===== config.mk =====
export PLATFORM = sky130hd
export DESIGN_NAME = uart_rx
export DESIGN_NICKNAME = d
export VERILOG_FILES = /design/src/rtl/uart_rx.sv
export SDC_FILE = /design/constraint.sdc
export NUM_CORES = 1
export LEC_CHECK = 0
export CAP_MARGIN = 20
export CORE_UTILIZATION = 28
export CTS_CLUSTER_DIAMETER = 100
export DETAILED_ROUTE_END_ITERATION = 10
export PLACE_DENSITY_LB_ADDON = 0.3
export SYNTH_ARGS = -nofsm -noshare
export SYNTH_HDL_FRONTEND = slang
export SYNTH_SLANG_ARGS = --single-unit

===== constraint.sdc =====
create_clock -name i_Clock -period 2.11 [get_ports i_Clock]
set_input_delay 0.422 -clock i_Clock [delete_from_list [all_inputs] [get_ports i_Clock]]
set_output_delay 0.422 -clock i_Clock [all_outputs]
set_load 0.05 [all_outputs]

===== src/rtl/uart_rx.sv =====
// 8N1 UART receiver: oversamples the serial line with the system clock, samples each bit at mid-bit,
// and reports each byte with a one-cycle valid strobe or a one-cycle framing-error strobe.
module uart_rx #(
    parameter int CLKS_PER_BIT = 217
) (
    input  logic       i_Clock,
    input  logic       i_Rst_L,
    input  logic       i_RX_Serial,
    output logic       o_RX_DV,
    output logic [7:0] o_RX_Byte,
    output logic       o_RX_Active,
    output logic       o_Frame_Err
);

    localparam logic [9:0] LAST = 10'(CLKS_PER_BIT - 1);
    localparam logic [9:0] HALF = 10'((CLKS_PER_BIT - 1) / 2);

    typedef enum logic [2:0] {
        IDLE       = 3'd0,
        START      = 3'd1,
        DATA       = 3'd2,
        STOP       = 3'd3,
        CLEANUP    = 3'd4,
        BREAK_WAIT = 3'd5
    } state_t;

    state_t     state_reg, state_next;
    logic       rx_meta_reg, rx_s_reg;
    logic [9:0] count_reg, count_next;
    logic [2:0] index_reg, index_next;
    logic [7:0] shift_reg, shift_next;
    logic [7:0] byte_reg, byte_next;
    logic       dv_reg, dv_next;
    logic       err_reg, err_next;

    // Synchronizers reset high so a reset never looks like a start edge.
    always_ff @(posedge i_Clock or negedge i_Rst_L) begin
        if (!i_Rst_L) begin
            rx_meta_reg <= 1'b1;
            rx_s_reg    <= 1'b1;
            state_reg   <= IDLE;
            count_reg   <= '0;
            index_reg   <= '0;
            shift_reg   <= '0;
            byte_reg    <= '0;
            dv_reg      <= 1'b0;
            err_reg     <= 1'b0;
        end else begin
            rx_meta_reg <= i_RX_Serial;
            rx_s_reg    <= rx_meta_reg;
            state_reg   <= state_next;
            count_reg   <= count_next;
            index_reg   <= index_next;
            shift_reg   <= shift_next;
            byte_reg    <= byte_next;
            dv_reg      <= dv_next;
            err_reg     <= err_next;
        end
    end

    always_comb begin
        state_next = state_reg;
        count_next = count_reg;
        index_next = index_reg;
        shift_next = shift_reg;
        byte_next  = byte_reg;
        dv_next    = 1'b0;
        err_next   = 1'b0;
        case (state_reg)
            IDLE: begin
                count_next = '0;
                index_next = '0;
                if (!rx_s_reg) state_next = START;
            end
            START: begin
                if (count_reg == HALF) begin
                    count_next = '0;
                    state_next = rx_s_reg ? IDLE : DATA;
                end else begin
                    count_next = count_reg + 10'd1;
                end
            end
            DATA: begin
                if (count_reg == LAST) begin
                    count_next            = '0;
                    shift_next[index_reg] = rx_s_reg;
                    if (index_reg == 3'd7) begin
                        index_next = '0;
                        state_next = STOP;
                    end else begin
                        index_next = index_reg + 3'd1;
                    end
                end else begin
                    count_next = count_reg + 10'd1;
                end
            end
            STOP: begin
                if (count_reg == LAST) begin
                    count_next = '0;
                    if (rx_s_reg) begin
                        byte_next  = shift_reg;
                        dv_next    = 1'b1;
                        state_next = CLEANUP;
                    end else begin
                        err_next   = 1'b1;
                        state_next = BREAK_WAIT;
                    end
                end else begin
                    count_next = count_reg + 10'd1;
                end
            end
            CLEANUP: begin
                count_next = '0;
                state_next = IDLE;
            end
            // A held-low line must not retrigger, so wait for it to return high.
            BREAK_WAIT: begin
                count_next = '0;
                if (rx_s_reg) state_next = IDLE;
            end
            default: begin
                count_next = '0;
                index_next = '0;
                state_next = IDLE;
            end
        endcase
    end

    assign o_RX_DV     = dv_reg;
    assign o_Frame_Err = err_reg;
    assign o_RX_Byte   = byte_reg;
    assign o_RX_Active = (state_reg != IDLE);

endmodule


[Yosys cells after proc, flatten, opt, wreduce, memory -nomap -nowiden]
Cells that the tools add are included.
Cells by class
  add/sub/neg operators: 2
  multipliers: 0
  div/mod/pow operators: 0
  magnitude comparators: 2
  eq/ne operators: 14
  shift operators: 0
  mux-type cells: 24
  bitwise operators: 1
  reductions and logical operators: 9
Operators with widths (number)
  $mux 3: 8
  $mux 10: 2
  $pmux 10 s2: 1
  $pmux 3 s5: 1
  $ne 2x2->1 const B: 6
  $add 10x1->10 const B: 1
  $eq 10x7->1 const B: 1
  $eq 10x8->1 const B: 1
  $eq 3x3->1 const B: 3
  $bwmux 8: 1
  $mux 1: 8
  $eq 3x2->1 const B: 2
  $pmux 3 s2: 1
  $reduce_and 6->1: 1
  $lt 3x4->1 const B: 1
  $reduce_and 2->1: 2
  $reduce_or 4->1: 1
  $add 3x1->3 const B: 1
  $demux 1 s3: 1
  $eq 3x1->1 const B: 1
  $ge 3x1->1 const B: 1
  $logic_not 3->1: 1
  $reduce_and 3->1: 1
  $reduce_bool 3->1: 1
  4 further kinds: 4
Word-level totals
  register bits after elaboration: 36
  latch bits: 0
  bits in writable memories: 0
  ROM bits: 0
  input bits: 3
  output and inout bits: 11
  memories: 0

[Longest topological paths before layout]
Gate-level depths: netlist of run 1.
  word-level depth: 5
  depth in mapped cells: 8
  depth with buffers taken out: 6

[Worst setup path after synthesis of run 1]
Ideal clock, no wire load.
  path type: flip-flop to flip-flop
  from: register count_reg[0]
  to: register byte_reg[0] (netlist: o_RX_Byte[0])
  setup time: 0.125 ns
  data arrival time: 1.765 ns
  slack: 0.221 ns
  stages on the path, launching flop included: 7
  buffers on the path: 0
  cell sequence: dfrtp_1 inv_1 ha_1 nor3b_2 nand3_4 nor3_4 mux2_2
Between the ends
  longest elaborated chain between the ends: 2
Ends and longest elaborated chain
  from (decl): line 29  | logic [9:0] count_reg, count_next;
  from (signal assigned): line 52  | count_reg <= count_next;
  $eq 10x8->1: line 98  | if (count_reg == LAST) begin
  $reduce_and 3->1 (no line)
  to (signal assigned): line 55  | byte_reg <= byte_next;
  to (decl): line 32  | logic [7:0] byte_reg, byte_next;
No other way between the ends.
A chain may end at the register's enable or synchronous reset.

[Worst setup path after layout of run 1]
  from: register count_reg[0]
  to: register byte_reg[4] (netlist: o_RX_Byte[4])
Same word-level chain as after synthesis.

==> flow_metrics.py, run 1 <==
metrics = {
    "outcome": {
        "status": "finished, final reports clean",
    },
    "finish": {
        "area_delta_synth_final_pct": 19.22,
        "final_core_util": 0.3492,
        "antenna_cells": 0,
        "fin_nets": 182,
        "stdcell_area_um2": 2079,
        "drive_above_1_share": 0.2159,
        "regArea_um2": 903.4,
        "fillers": 629,
        "largest_reg_flops": 10,
        "multiInputGateArea_um2": 784.5,
    },
    "die": {
        "initial_core_util": 0.2929,
        "die-area_um2": 6549,
        "pin_count": 14,
        "std_cell_rows": 28,
        "coreArea_um2": 5956,
        "die_w_um": 80.93,
        "die_h_um": 80.93,
    },
    "logic_synthesis": {
        "synthesis.area_um2": 1744,
        "synth_fp_nets": 164,
        "synth_area_leader_cell": "dfrtp_1",
        "synth_commonest_cells": "34 x dfrtp_1, 21 x nor2_1, 15 x mux2_2",
        "synth_seq_area_share": 0.5179,
        "synthFlopType": "dfrtp_1",
        "yosysMostFrequentCell": "dfrtp_1",
        "synth_top_area_frac": 0.4878,
        "netlist_instances": 157,
        "yosysWarnings": 0,
        "netlist_top_cells_area": "dfrtp_1 49%, mux2_2 9.7%, nor2_1 4.5%",
        "synth_edf_count": 0,
        "async_reset_ff_frac": 1.000,
        "syn_area_per_cell_um2": 11.11,
        "yosysUniqueCellTypes": 38,
        "ys_seq_elements": 36,
    },
    "clock_tree": {
        "clkTransAtPathRegs_ns": 0.09,
        "clock-root-buffer": "clkbuf_8",
        "cts_buffer_depth": 2,
        "h-tree-depth": 2,
        "cts_sinks": 36,
        "cts_tree": "yes",
        "cts_setup_buffers": 0,
        "cts_made_buffers": 5,
        "clock_latency_ns": 0.30,
    },
    "timing": {
        "hold_viol_final": 0,
        "tns_ns": 0,
        "holdWs_ns": 0.1615,
        "slew_viol_final": 0,
        "finalSetupViolCount": 0,
        "max-slew-margin-rel": 0.6652,
        "period_minus_slack_ns": 1.993,
        "grt_setup_unrepaired": "no",
        "finalCritPeriodShare": 0.9447,
        "worst_pin_slew_ns": 0.5006,
        "finClkSkew_ns": 0.01357,
        "fmax_mhz": 501.7,
    },
    "power_and_ir_drop": {
        "power.total_mw": 1.325,
        "ir_worst_vdd_uv": 453.8,
        "total_leakage_power_nw": 0.8917,
        "p_per_area_nw_per_um2": 637.2,
    },
    "critical_path": {
        "setup.worst_path.start_class": "flip-flop",
        "crit_required_ns": 2.30,
        "end_kind": "flip-flop",
        "crit_fanout": 6,
        "cp.arrival_ns": 2.18,
        "critPathKind": "reg2reg",
    },
    "worst_hold_path": {
        "hold_class": "in2async",
    },
    "global_routing": {
        "grt_pass1_vias": 1104,
        "antenna_found_initial": 0,
        "grt_overflow_total": 0,
        "grt_use_total": 0.1128,
        "grt_pass1_wl_um": 5478,
        "grt_max_degree": 37,
    },
    "routing": {
        "drt_iter0_drc": 142,
        "post_drt_wl_per_cell_um": 13.10,
        "wl_um": 3288,
        "drc": 0,
        "route.vias.total": 1159,
        "routed_via_density": 4.618,
        "drt-pass1-iter-count": 4,
        "final_antenna_net_count": 0,
    },
    "placed_design": {
        "routabilityCongestion": 0.7796,
        "placedInstanceArea_um2": 1967,
        "port_buffers": 13,
        "dpl.hpwl_um": 2199,
    },
    "run": {
        "max-cap-violations": 0,
    },
}
[worst max-delay path, stage by stage (launching register included)]
cell and delay, ns:
dfrtp_1 0.42, inv_1 0.07, ha_1 0.14, nor3b_2 0.37
nand3_4 0.18, nor3_4 0.22, buf_4 0.17, mux2_2 0.33
[report_power, final]
group	switching (mW)	leakage [nW]	internal, mW
Sequential	0.00387	0.481	0.693
Combinational	0.0150	0.356	0.00396
Clock	0.259	0.0541	0.350
Total	0.278	0.892	1.05
[cell type report]
class	instances	area share
tap	75	0.04513
clock inverter	3	0.02046
inverter	5	0.009025
sequential	36	0.4344
timing repair buffer	19	0.08063
multi-input combinational	108	0.3773
clock buffer	5	0.03309
[cell usage in the layout (no fill, tap or decap), types with 2 or more instances in the layout]
master / n
and2_1: 2
and3_1: 2
buf_4: 7
clkbuf_8: 5
clkdlybuf4s50_1: 11
dfrtp_1: 34
dfstp_2: 2
ha_1: 4
inv_1: 5
mux2_2: 15
mux2i_1: 2
nand2_1: 7
nand2b_1: 4
nand3_1: 4
nand4_1: 4
nor2_1: 21
nor2b_1: 4
nor3_1: 5
nor4b_1: 3
o21ai_0: 6
or3_1: 2
xnor2_1: 6
xor2_1: 2
[cells by family (layout without fill, tap and decap cells)]
family / after synthesis / count (layout) / share of synthesized area
and+or+nand+nor: 65 / 65 / 0.2159
DFF: 36 / 36 / 0.5179
muxes: 18 / 18 / 0.1148
AOI/OAI and AO/OA: 13 / 13 / 0.04950
buffers and inverters: 13 / 32 / 0.03300
xor gates and xnor gates: 8 / 8 / 0.04017
adders and majority gates: 4 / 4 / 0.02870
[metal layers]
metal / up-vias / global-route usage / routed length [um]
li1: 581 / - / -
met1: 559 / 0.1522 / 1682
met2: 14 / 0.1630 / 1447
met3: 5 / 0.03146 / 96
met4: 0 / 0.05893 / 61
met5: - / 0 / 0
[path summary, 6_finish.rpt]
kind / start / end / slack [ns] / cells past startpoint
min: i_Rst_L / index_reg[2] / 0.16 / 2
max in group asynchronous: i_Rst_L / rx_meta_reg / 1.58 / 2
max reg2reg: count_reg[0] / o_RX_Byte[4] / 0.12 / 7
min reg2reg: rx_meta_reg / rx_s_reg / 0.36 / 0
min in group i_Clock: rx_meta_reg / rx_s_reg / 0.36 / 0
max: count_reg[0] / o_RX_Byte[4] / 0.12 / 7
[what timing repair did]
action | CTS | global route
endpoints found under the setup margin | 0 | 10
gates resized for setup | 0 | 1
hold buffers | 0 | 0
[per-stage QoR]
| step | std cells | setup slack, ns |
|---|---|---|
| 2_1_floorplan | 157 | 0.2208 |
| 3_3_place_gp | 243 | 0.09095 |
| 3_5_place_dp | 243 | 0.04854 |
| 4_1_cts | 251 | 0.04016 |
| 5_1_grt | 251 | 0.004779 |
| 6_report | 251 | 0.1166 |
Note: power is estimated with default switching activity, not from simulation.
==> run 2, diff against run 1 <==
- CAP_MARGIN: 20 -> 30
==> results of run 2 <==
No change in the layout: final DEF, timing and power equal those of run 1.
==> run 3, diff against run 2 <==
- TNS_END_PERCENT: unset -> 5
==> results of run 3 <==
No change in the layout: final DEF, timing and power equal those of run 1.
